`config.mk`:
```
export PLATFORM = sky130hd
export DESIGN_NAME = mul_shift_add
export DESIGN_NICKNAME = d
export VERILOG_FILES = /design/src/rtl/mul_shift_add.sv
export SDC_FILE = /design/constraint.sdc
export NUM_CORES = 1
export LEC_CHECK = 0
export CORE_MARGIN = 1
export CORE_UTILIZATION = 40
export CTS_BUF_LIST = sky130_fd_sc_hd__clkbuf_8
export DETAILED_ROUTE_END_ITERATION = 10
export HOLD_SLACK_MARGIN = 0.08
export PLACE_DENSITY = 0.62
export SYNTH_ARGS = -nofsm -noshare
export SYNTH_HDL_FRONTEND = slang
export SYNTH_SLANG_ARGS = --single-unit
```
`constraint.sdc`:
```
create_clock -name clk -period 8.3 [get_ports clk]
set_input_delay 1.245 -clock clk [delete_from_list [all_inputs] [get_ports clk]]
set_output_delay 1.245 -clock clk [all_outputs]
set_load 0.005 [all_outputs]
```
`src/rtl/mul_shift_add.sv`:
```
// Iterative shift-and-add multiplier (low N bits of a*b, RV32 MUL semantics).
// One partial product a<<k per cycle comes from an internal logical left
// shifter whose shift amount is the bit counter. Exactly N accumulate cycles
// per operation, then the result is held under a valid/ready handshake.

// Combinational logical left shifter built as a log2(N)-stage barrel.
module shift_left_logical #(
   parameter int N = 32
) (
   input  logic [N-1:0]         a,
   input  logic [$clog2(N)-1:0] shamt,
   output logic [N-1:0]         y
);
   localparam int S = $clog2(N);

   logic [S:0][N-1:0] stage;

   assign stage[0] = a;

   genvar gi;
   generate
      for (gi = 0; gi < S; gi++) begin : g_stage
         // Stage gi shifts by 2**gi when the matching shamt bit is set.
         assign stage[gi+1] = shamt[gi] ? (stage[gi] << (1 << gi)) : stage[gi];
      end
   endgenerate

   assign y = stage[S];
endmodule

module mul_shift_add #(
   parameter int N = 32
) (
   input  logic         clk,
   input  logic         rst,
   input  logic         i_valid,
   output logic         i_ready,
   input  logic [N-1:0] a,
   input  logic [N-1:0] b,
   output logic         o_valid,
   input  logic         o_ready,
   output logic [N-1:0] product
);
   localparam int CW = $clog2(N);
   localparam logic [CW-1:0] LAST = CW'(N - 1);

   typedef enum logic [1:0] {
      IDLE = 2'd0,
      BUSY = 2'd1,
      DONE = 2'd2
   } state_t;

   state_t        state_reg;
   logic [N-1:0]  acc_reg;
   logic [CW-1:0] count_reg;
   logic [N-1:0]  a_reg;
   logic [N-1:0]  b_reg;
   logic          o_valid_reg;
   logic [N-1:0]  shifter_out;
   logic [N-1:0]  partial;

   // Partial product a_reg << count comes from the shared shifter block.
   shift_left_logical #(
      .N(N)
   ) u_shl (
      .a     (a_reg),
      .shamt (count_reg),
      .y     (shifter_out)
   );

   // Multiplier bit selects whether this cycle's shifted multiplicand is added.
   always_comb begin
      partial = '0;
      if (b_reg[count_reg]) begin
         partial = shifter_out;
      end
   end

   // Control FSM and datapath registers; o_valid is registered with the state.
   always_ff @(posedge clk) begin
      if (rst) begin
         state_reg   <= IDLE;
         acc_reg     <= '0;
         count_reg   <= '0;
         a_reg       <= '0;
         b_reg       <= '0;
         o_valid_reg <= 1'b0;
      end else begin
         case (state_reg)
            IDLE: begin
               if (i_valid) begin
                  a_reg     <= a;
                  b_reg     <= b;
                  acc_reg   <= '0;
                  count_reg <= '0;
                  state_reg <= BUSY;
               end
            end
            BUSY: begin
               // Sum wraps modulo 2**N; the carry out is deliberately lost.
               acc_reg <= acc_reg + partial;
               if (count_reg == LAST) begin
                  state_reg   <= DONE;
                  o_valid_reg <= 1'b1;
               end else begin
                  count_reg <= count_reg + CW'(1);
               end
            end
            DONE: begin
               if (o_ready) begin
                  state_reg   <= IDLE;
                  o_valid_reg <= 1'b0;
               end
            end
            default: begin
               state_reg   <= IDLE;
               o_valid_reg <= 1'b0;
            end
         endcase
      end
   end

   // Ready depends only on state and reset, never on the handshake inputs.
   assign i_ready = (state_reg == IDLE) && !rst;
   assign o_valid = o_valid_reg;
   assign product = acc_reg;
endmodule

```
==> reports/qor.txt, run 1 <==
CTS tree -> built
crit path from -> count_reg[1]$_SDFFE_PP0P_
Avg Vias per Cell -> 5.47
die footprint -> 18200 sq um
switching part of the total power -> 32.5%
Post-synth EDFFs -> 0
gpl congestion -> 0.938
share of cells above drive strength 1 -> 6.27%
Iter 0 DRT Violations -> 346
first-pass GRT wire length -> 30700 microns
R2R Setup Slk -> 3.58 ns
Design Area, Final -> 8400 sq um
Final Max Slew Viols -> 0
LEAKAGE -> 0.00323 uW
Cell Chain, Critical Path -> buf_4 -> mux2_1 -> nor2_1 -> a21oi_1 -> mux2i_1 -> o22ai_1 -> nor2b_1 -> ha_1 -> and3_1 -> nand2_1 -> a21bo_1 -> a31oi_1 -> o211ai_1 -> a31oi_1 -> o22ai_1 -> a31oi_1 -> mux2_1
area leader, netlist -> dfxtp_1
H-tree levels -> 3
Ys Warns -> 0
clk sink count -> 104
met2 Resource Use GR -> 32.9%
post-layout min period -> 4.72 ns
Syn Nets -> 1029
global route hottest layer -> met2
Final period util -> 56.9%
CP arrival -> 5.03 ns
Yosys reg bits -> 104
Area after DPL -> 8180 sq um
register area share after synthesis -> 29.4%
width of the die -> 135 microns
top cell type's share of synthesized area -> 29.4%
Relative slew margins -> 38.2%
Post-Syn Instances -> 927
worst vdd ir -> 0.000115 V
Worst setup SP type -> flop
port bufs -> 101
Area contributors post-synth -> dfxtp_1 (29%), nand2_1 (10%), a21oi_1 (8.4%)
CP endpoint -> product[31]$_SDFFE_PP0P_
Post-DRT Antenna Nets -> 0
router iterations before antenna repair -> 5
Die H -> 135 microns
GR Util All Layers -> 21.2%
via count -> 6636
DRT Wirelength -> 18800 microns
nets -> 1086
top achievable clock speed -> 0.212 GHz
clock root cell -> clkbuf_8
setup violators final -> 0
core area -> 17300 sq um
status -> completed
Hold Fails Final Rpt -> 0
Crit Path Category -> flop to flop
max incr delay on CP -> 0.49 ns
Clk Latency, worst-skew pair -> 0.41 ns
reg2reg start -> count_reg[1]$_SDFFE_PP0P_
HP Class -> flop to flop
Reg power frac -> 48.7%
initial antenna violation count -> 0
Setup crit end kind -> flop
cells on worst reg2reg path -> 17
Sum Neg Setup Slack -> 0 ns
CP max-delay cell -> dfxtp_2
Psw -> 358 uW
diodes inserted -> 0
clock-pin slew on the worst setup and hold paths -> 0.13 ns
Worst Max-Slew Pin Slew -> 0.923 ns
Power Density -> 131 nW/um^2
async set or reset register ratio after synthesis -> 0%
I/O pin total -> 102
grt ovf -> 0
most used cell, CP -> a31oi_1
CTS Buffer Depth -> 2
MaxCap Viol Count -> 0
maximum net fanout on the critical path -> 36
area delta synth->final -> 18.7%
ys flop type -> dfxtp_1
post-synthesis cell type count -> 63
postcts setup bufs -> 0
met1 usage -> 30.6%
largest net degree at the start of global routing -> 76
logic gate share of total power -> 20.3%
Post-route DRC -> 0
clock share of power -> 31.0%
total CTS buffers -> 9
drt wl/cell -> 15.5 microns
DP HPWL -> 14100 microns
worst r2r dst -> product[31]$_SDFFE_PP0P_
CTS Hold Bufs -> 0
Cell Area, Synth -> 7080 sq um
number of global-route vias before repair -> 6005
Site Rows -> 48
post-CTS sizing -> 0
Initial Utilization -> 40.9%
routing usage on met3 -> 3.34%
RSZ-0062 raised after global routing -> false
Required @ worst endpoint -> 8.61 ns
Setup Skew -> 0.0172 ns
internal power -> 745 uW
Synth Area per Inst -> 7.64 sq um
[power by group through the flow]
stage	sequential [uW]	combinational [uW]	clock [uW]
2_1_floorplan	542	149	0
3_3_place_gp	549	223	0
3_5_place_dp	549	223	0
4_1_cts	537	224	351
5_1_grt	540	246	372
6_report	537	224	342
[per-layer routing]
layer / part of all wire (%) / vias up
li1: - / 3381
met1: 50 / 3071
met2: 45 / 163
met3: 3.9 / 21
met4: 1.4 / 0
met5: 0 / -
[stage by stage]
| stage | instances | power [uW] | setup slack [ns] | util [%] | hold WS [ns] |
|---|---|---|---|---|---|
| floorplan | 927 | 690 | 3.87 | - | 0.433 |
| global placement | 1198 | 772 | 3.69 | 47.3 | 0.443 |
| detailed placement | 1198 | 772 | 3.58 | 47.3 | 0.446 |
| CTS | 1214 | 1110 | 3.58 | 48.6 | 0.464 |
| global route | 1214 | 1160 | 3.09 | 48.6 | 0.480 |
| finish | 1214 | 1100 | 3.58 | 48.6 | 0.463 |
[cells in the final DEF (no fill, tap or decap), types with 9 or more instances in the layout]
master / n
a211oi_1: 14
a21o_1: 17
a21oi_1: 119
a31oi_1: 13
buf_4: 10
clkbuf_8: 9
clkdlybuf4s50_1: 100
dfxtp_1: 103
ha_1: 33
inv_1: 11
mux2_1: 11
mux2i_1: 35
mux4_2: 18
nand2_1: 192
nand2b_1: 10
nand3_1: 18
nor2_1: 100
nor2b_1: 10
nor3_1: 10
o21ai_0: 14
o21ai_1: 24
xor2_1: 14
[layout make-up]
type / instances / area [sq um]
Fill cell: 1804 / 8890
Clock inverter: 7 / 96.3
Inverter: 13 / 48.8
Sequential cell: 104 / 2080
Timing Repair Buffer: 111 / 1080
Multi-Input combinational cell: 745 / 4690
Tap cell: 225 / 282
Clock buffer: 9 / 124
[worst min-delay path by stage]
stage | startpoint | endpoint | slack, ns | cells past startpoint
6_report | b_reg[15]$_SDFFE_PP0P_ | b_reg[15]$_SDFFE_PP0P_ | 0.46 | 2
4_1_cts | b_reg[27]$_SDFFE_PP0P_ | b_reg[27]$_SDFFE_PP0P_ | 0.46 | 2
2_1_floorplan | b_reg[12]$_SDFFE_PP0P_ | b_reg[12]$_SDFFE_PP0P_ | 0.43 | 2
3_3_place_gp | b_reg[10]$_SDFFE_PP0P_ | b_reg[10]$_SDFFE_PP0P_ | 0.44 | 2
5_1_grt | b_reg[23]$_SDFFE_PP0P_ | b_reg[23]$_SDFFE_PP0P_ | 0.48 | 2
3_5_place_dp | b_reg[27]$_SDFFE_PP0P_ | b_reg[27]$_SDFFE_PP0P_ | 0.45 | 2
[cell usage after synthesis (5+ instances only)]
cell type	number
clkbuf_1	56
xnor2_1	8
ha_1	33
o21ai_1	24
o21a_1	5
nor3_1	11
nor2_1	101
mux2_2	7
nand2b_1	10
dfxtp_1	104
xor2_1	14
a22oi_1	8
mux2_1	11
nand3_1	18
mux4_2	18
inv_1	11
a211oi_1	14
nor2b_1	10
a21oi_1	119
o21ai_0	14
nand2_1	192
a21o_1	17
a31oi_1	13
o22ai_1	6
mux2i_1	35
nand3b_1	6
[critical path, delay by kind of cell, from the launching register on]
family / cells / cell delay (ns)
flip-flops: 1 / 0.49
AND/OR/NAND/NOR: 4 / 0.64
multiplexers: 3 / 0.98
AO/OA/AOI/OAI: 8 / 1.69
adder cells (fa/ha/maj): 1 / 0.34
buffers and inverters: 1 / 0.48
[cell families (layout without fill, tap and decap cells)]
family | Yosys count | in the layout | synth area share (%)
AO/OA/AOI/OAI | 251 | 251 | 21.8
AND/OR/NAND/NOR | 367 | 367 | 21.9
buffers and inverters | 78 | 140 | 4.52
adder cells (fa/ha/maj) | 34 | 34 | 6.12
flip-flops | 104 | 104 | 29.4
XOR/XNOR | 22 | 22 | 2.72
multiplexers | 71 | 71 | 13.5
No activity file was read; power rests on OpenSTA's default activity.
==> run 2, diff against run 1 <==
Clock period 8.3 ns to 4.4 ns, I/O delays scaled along.
==> run 2 against run 1 <==
- worst setup slack got worse by 3.4 ns
- die area did not move
- non-clock buffer count rose by 15
- sequential share of layout area fell by 0.42 points
- power rose by 87%
- clock skew rose by 0.0017 ns
- via count rose by 0.41%
- cell area rose by 1.8%
- routed wire length rose by 1.8%
- flip-flop and latch count did not move
- critical path depth fell by 2
- largest power group unchanged
==> reports/qor.txt, run 2 (same netlist as run 1, synthesis figures left out) <==
status -> completed
Iter 0 DRT Violations -> 452 (+31%)
Power Total -> 2060 uW (+87%)
Final WS setup -> 0.184 ns (-3.40 ns)
Initial Utilization -> 40.9% (unchanged)
GR Util All Layers -> 21.7% (+0.47 points)
Relative slew margins -> 39.5% (+1.3 points)
number of global-route vias before repair -> 6169 (+2.7%)
Post-route DRC -> 0 (unchanged)
clock root cell -> clkbuf_8
first-pass GRT wire length -> 31200 microns (+1.8%)
Final Max Slew Viols -> 0 (unchanged)
die footprint -> 18200 sq um (unchanged)
router iterations before antenna repair -> 5 (unchanged)
largest net degree at the start of global routing -> 70 (-7.9%)
cells on worst reg2reg path -> 15 (-2)
H-tree levels -> 3 (unchanged)
MaxCap Viol Count -> 0 (unchanged)
width of the die -> 135 microns (unchanged)
reg2reg start -> count_reg[0]$_SDFFE_PP0P_
CTS Buffer Depth -> 2 (unchanged)
worst vdd ir -> 0.000145 V (+26%)
Site Rows -> 48 (unchanged)
top achievable clock speed -> 0.237 GHz (+12%)
Design Area, Final -> 8560 sq um (+1.8%)
DRT Wirelength -> 19200 microns (+1.8%)
commonest non-fill, non-tap cell in the layout -> nand2_1
most frequent cells in the layout -> nand2_1 (192), a21oi_1 (118), dfxtp_1 (102)
I/O pin total -> 102 (unchanged)
Avg Vias per Cell -> 5.42 (-0.82%)
gpl congestion -> 0.961 (+2.5%)
CTS Hold Bufs -> 0 (unchanged)
nets -> 1101 (+1.4%)
Non-Filler Instances -> 1229 (+1.2%)
most used cell, CP -> a211oi_1
setup violators final -> 0 (unchanged)
R2R Setup Slk -> 0.18 ns (-3.40 ns)
Setup crit end kind -> flop
share of cells above drive strength 1 -> 8.37% (+2.1 points)
DP HPWL -> 14600 microns (+4.1%)
Clk Latency, worst-skew pair -> 0.41 ns (about the same)
pre-CTS setup slack -> 0.0258 ns (-3.56 ns)
hold path start -> b_reg[24]$_SDFFE_PP0P_
Worst Hold End -> b_reg[24]$_SDFFE_PP0P_
dpl cells -> 1212 (+1.2%)
Required @ worst endpoint -> 4.68 ns (-3.93 ns)
grt ovf -> 0 (unchanged)
post-layout min period -> 4.22 ns (-0.504 ns)
worst r2r dst -> product[30]$_SDFFE_PP0P_
Sum Neg Setup Slack -> 0 ns (unchanged)
RSZ-0062 raised after global routing -> true
worst path bufs/invs -> 2 (+1)
Crit Path Category -> flop to flop
CP max-delay cell -> mux4_2
Die H -> 135 microns (unchanged)
port bufs -> 101 (unchanged)
area delta synth->final -> 20.9%
delay-heaviest family, CP -> compound AO/OA/AOI/OAI gates
clock-pin slew on the worst setup and hold paths -> 0.12 ns (about the same)
initial antenna violation count -> 0 (unchanged)
via count -> 6663 (+0.41%)
CP arrival -> 4.49 ns (-0.54 ns)
Hold Fails Final Rpt -> 0 (unchanged)
CTS tree -> built
drt wl/cell -> 15.6 microns (+0.60%)
Setup Skew -> 0.0189 ns (+0.00172 ns)
WHS Path Cells -> 2 (unchanged)
max incr delay on CP -> 0.59 ns (+0.10 ns)
LEAKAGE -> 0.00330 uW (+2.2%)
clk sink count -> 104 (unchanged)
diodes inserted -> 0 (unchanged)
Power Density -> 241 nW/um^2 (+83%)
Worst Max-Slew Pin Slew -> 0.908 ns (-0.0149 ns)
HP Class -> flop to flop
fillers -> 1790 (-0.78%)
maximum net fanout on the critical path -> 18 (-50%)
Cell Chain, Critical Path -> inv_1 -> buf_4 -> mux4_2 -> and2_1 -> a211oi_1 -> ha_1 -> a21o_1 -> a211o_1 -> or3_1 -> a31o_1 -> nand3_1 -> a211oi_1 -> o22ai_1 -> xor2_1 -> o21ai_1
Worst setup SP type -> flop
Area after DPL -> 8310 sq um (+1.5%)
core area -> 17300 sq um (unchanged)
total CTS buffers -> 9 (unchanged)
Post-DRT Antenna Nets -> 0 (unchanged)
Final period util -> 95.8% (+39 points)
==> run 2: changes by cell type in the layout (fill, tap and decap cells not counted), sizes merged <==
cell      delta
inv          +1
clkinv       -2
buf         +15
clkinvlp     +1
==> run 2: what timing repair did <==
item / 4_1_cts / 5_1_grt
endpoints found under the setup margin: 0 / 11
resized for setup: 0 / 11
buffers inserted: 0 / 1
==> run 2: worst max path at each step <==
stage,start,to,slack (ns),cells after the start
2_1_floorplan,count_reg[1]$_SDFFE_PP0P_,product[31]$_SDFFE_PP0P_,0.15,20
3_3_place_gp,count_reg[0]$_SDFFE_PP0P_,product[31]$_SDFFE_PP0P_,0.10,14
3_5_place_dp,count_reg[0]$_SDFFE_PP0P_,product[31]$_SDFFE_PP0P_,0.03,14
4_1_cts,count_reg[0]$_SDFFE_PP0P_,product[31]$_SDFFE_PP0P_,0.004,14
5_1_grt,count_reg[1]$_SDFFE_PP0P_,product[31]$_SDFFE_PP0P_,-0.02,17
6_report,count_reg[0]$_SDFFE_PP0P_,product[30]$_SDFFE_PP0P_,0.18,15
==> run 2: per-stage QoR <==
stage               util [%]  hold slack [ns]
floorplan                  -            0.433
global placement        48.0            0.442
detailed placement      48.0            0.446
CTS                     49.2            0.462
global route            49.5            0.486
finish                  49.5            0.462
==> run 2: metal layers <==
layer / routed length [microns] / vias to the layer above / track usage [%]
met2: 8660 / 146 / 34.2
li1: - / 3407 / -
met1: 9390 / 3083 / 30.1
met5: 0 / - / 0
met3: 735 / 27 / 3.19
met4: 383 / 0 / 7.62
==> run 2: area by class of cell <==
class | instances | area, sq um | area share [%]
clock buffer | 9 | 124 | 1.45
clock inverter | 7 | 71.3 | 0.834
multi-input combinational | 745 | 4720 | 55.2
tap | 225 | 282 | 3.29
inverter | 13 | 48.8 | 0.570
sequential | 104 | 2080 | 24.4
timing repair buffer | 126 | 1230 | 14.3
==> run 2: worst min-delay path, stage by stage, from the launching register on <==
cell     delay [ns]
dfxtp_1        0.33
nand2_1        0.05
a21oi_1        0.05
==> run 2: power by group <==
group / leakage [uW] / total (uW) / internal [uW] / switching (uW)
registers: 0.000849 / 1020 / 982 / 33.4
logic: 0.00236 / 434 / 198 / 237
clock network: 0.0000983 / 610 / 223 / 386
total: 0.00330 / 2060 / 1400 / 656
==> run 3, diff against run 2 <==
Settings changed: CTS_CLUSTER_SIZE from default to 10, RECOVER_POWER from default to 50, REMOVE_ABC_BUFFERS from default to 1.
==> run 3 against run 2 <==
- the run now ends with capacitance limit, slew limit left
- combinational power about the same
- clock-buffer cell count unchanged
- utilization about the same
- clock power down 3.9%
- clock skew down 0.0087 ns
- non-clock buffer count up 5
- die area unchanged
- worst setup slack better by 0.031 ns
- via count down 0.84%
- critical endpoint is now product[25]$_SDFFE_PP0P_
- largest cell class unchanged
==> reports/qor.txt, run 3 (same netlist as run 1, synthesis figures left out) <==
worst vdd ir -> 0.000150 V (+3.2%)
LEAKAGE -> 0.00344 uW (+4.1%)
Final period util -> 95.1% (-0.71 points)
MaxCap Viol Count -> 1 (+1)
Setup Skew -> 0.0102 ns (-0.00866 ns)
Post-route DRC -> 0 (unchanged)
maximum net fanout on the critical path -> 10 (-8)
port bufs -> 101 (unchanged)
number of global-route vias before repair -> 6220 (+0.83%)
Setup crit end kind -> flop
Clk Latency, worst-skew pair -> 0.39 ns (-0.02 ns)
CTS tree -> built
Site Rows -> 48 (unchanged)
CP arrival -> 4.46 ns (-0.03 ns)
setup violators final -> 0 (unchanged)
failing checks -> capacitance limit, slew limit
diodes inserted -> 0 (unchanged)
Core Util, Final -> 49.5% (about the same)
fillers -> 1735 (-3.1%)
post-layout min period -> 4.18 ns (-0.0311 ns)
gpl congestion -> 0.931 (-3.1%)
Required @ worst endpoint -> 4.67 ns (about the same)
GR Util All Layers -> 21.6% (-0.14 points)
via count -> 6607 (-0.84%)
Power Density -> 238 nW/um^2 (-1.3%)
top achievable clock speed -> 0.239 GHz (+0.74%)
Worst Max-Slew Pin Slew -> 2.56 ns (+1.65 ns)
drt wl/cell -> 15.3 microns (-2.1%)
Die H -> 135 microns (unchanged)
Hold Fails Final Rpt -> 0 (unchanged)
DRT Wirelength -> 18800 microns (-1.7%)
Final Max Slew Viols -> 67 (+67)
postcts setup bufs -> 0 (unchanged)
Seq. cell area -> 2090 sq um (+0.12%)
core area -> 17300 sq um (unchanged)
CTS Hold Bufs -> 0 (unchanged)
Multi-input gate area -> 4710 sq um (-0.19%)
largest net degree at the start of global routing -> 67 (-4.3%)
nets -> 1106 (+0.45%)
Post-DRT Antenna Nets -> 0 (unchanged)
HP Class -> flop to flop
I/O pin total -> 102 (unchanged)
status -> complete, but fails checks
H-tree levels -> 3 (unchanged)
area delta synth->final -> 20.9% (about the same)
post-CTS sizing -> 0 (unchanged)
Crit Path Category -> flop to flop
Worst setup SP type -> flop
width of the die -> 135 microns (unchanged)
share of cells above drive strength 1 -> 8.62% (+0.26 points)
die footprint -> 18200 sq um (unchanged)
router iterations before antenna repair -> 5 (unchanged)
Sum Neg Setup Slack -> 0 ns (unchanged)
Avg Vias per Cell -> 5.35 (-1.2%)
CTS Buffer Depth -> 2 (unchanged)
clock root cell -> clkbuf_8
initial antenna violation count -> 0 (unchanged)
first-pass GRT wire length -> 31300 microns (+0.35%)
total CTS buffers -> 9 (unchanged)
clock-pin slew on the worst setup and hold paths -> 0.11 ns (about the same)
Relative slew margins -> -70.8% (-110 points)
Iter 0 DRT Violations -> 333 (-26%)
commonest non-fill, non-tap cell in the layout -> nand2_1
grt ovf -> 0 (unchanged)
most frequent cells in the layout -> nand2_1 (192), a21oi_1 (119), dfxtp_1 (102)
DP HPWL -> 14600 microns (-0.33%)
clk sink count -> 104 (unchanged)
Initial Utilization -> 40.9% (unchanged)
Power Total -> 2030 uW (-1.3%)
==> run 3: worst paths after layout <==
path | startpoint | end | slack, ns | cells after the start
setup reg to reg | count_reg[1]$_SDFFE_PP0P_ | product[25]$_SDFFE_PP0P_ | 0.22 | 16
setup / recovery | count_reg[1]$_SDFFE_PP0P_ | product[25]$_SDFFE_PP0P_ | 0.22 | 16
hold / removal | b_reg[22]$_SDFFE_PP0P_ | b_reg[22]$_SDFFE_PP0P_ | 0.46 | 2
hold reg to reg | b_reg[22]$_SDFFE_PP0P_ | b_reg[22]$_SDFFE_PP0P_ | 0.46 | 2
==> run 3: cell type report <==
class / instances / share of cell area, %
clock buffer: 9 / 1.45
clock inverter: 7 / 0.716
inverter: 13 / 0.570
multi-input combinational: 745 / 55.1
sequential: 104 / 24.4
tap: 225 / 3.29
timing repair buffer: 131 / 14.5
==> run 3: metal layers <==
layer / vias to the layer above / global-route usage, % / wire (microns)
met5: - / 0 / 0
met4: 0 / 6.62 / 324
met3: 20 / 2.63 / 531
met2: 120 / 35.4 / 8680
met1: 3038 / 29.4 / 9310
li1: 3429 / - / -
==> run 3: per-stage QoR <==
| stage | instance area (sq um) | setup WS (ns) | instances | hold WS [ns] |
|---|---|---|---|---|
| 2_1_floorplan | 6810 | -0.440 | 862 | 0.427 |
| 3_3_place_gp | 8350 | 0.135 | 1218 | 0.441 |
| 4_1_cts | 8530 | 0.0609 | 1234 | 0.459 |
| 6_report | 8560 | 0.215 | 1234 | 0.459 |
| 5_1_grt | 8560 | -0.0396 | 1234 | 0.475 |
| 3_5_place_dp | 8350 | 0.0852 | 1218 | 0.444 |
==> run 3: power breakdown <==
group | internal, uW | switching, uW | total (uW)
combinational | 198 | 236 | 434
sequential | 981 | 31.9 | 1010
clock | 217 | 369 | 586
==> run 3: worst max-delay path, cell delays in order (launching register included) <==
cell and delay, ns:
dfxtp_4 0.45, buf_4 0.20, mux2i_1 0.29, nor2_1 0.07, a31oi_1 0.28, nor2_1 0.07
a31oi_1 0.26, a21oi_1 0.14, nor2b_1 0.17, ha_1 0.31, a2111oi_1 0.50, a31oi_2 0.22
and3_1 0.26, o31a_1 0.28, a221oi_1 0.33, xor2_1 0.18, o21ai_1 0.07
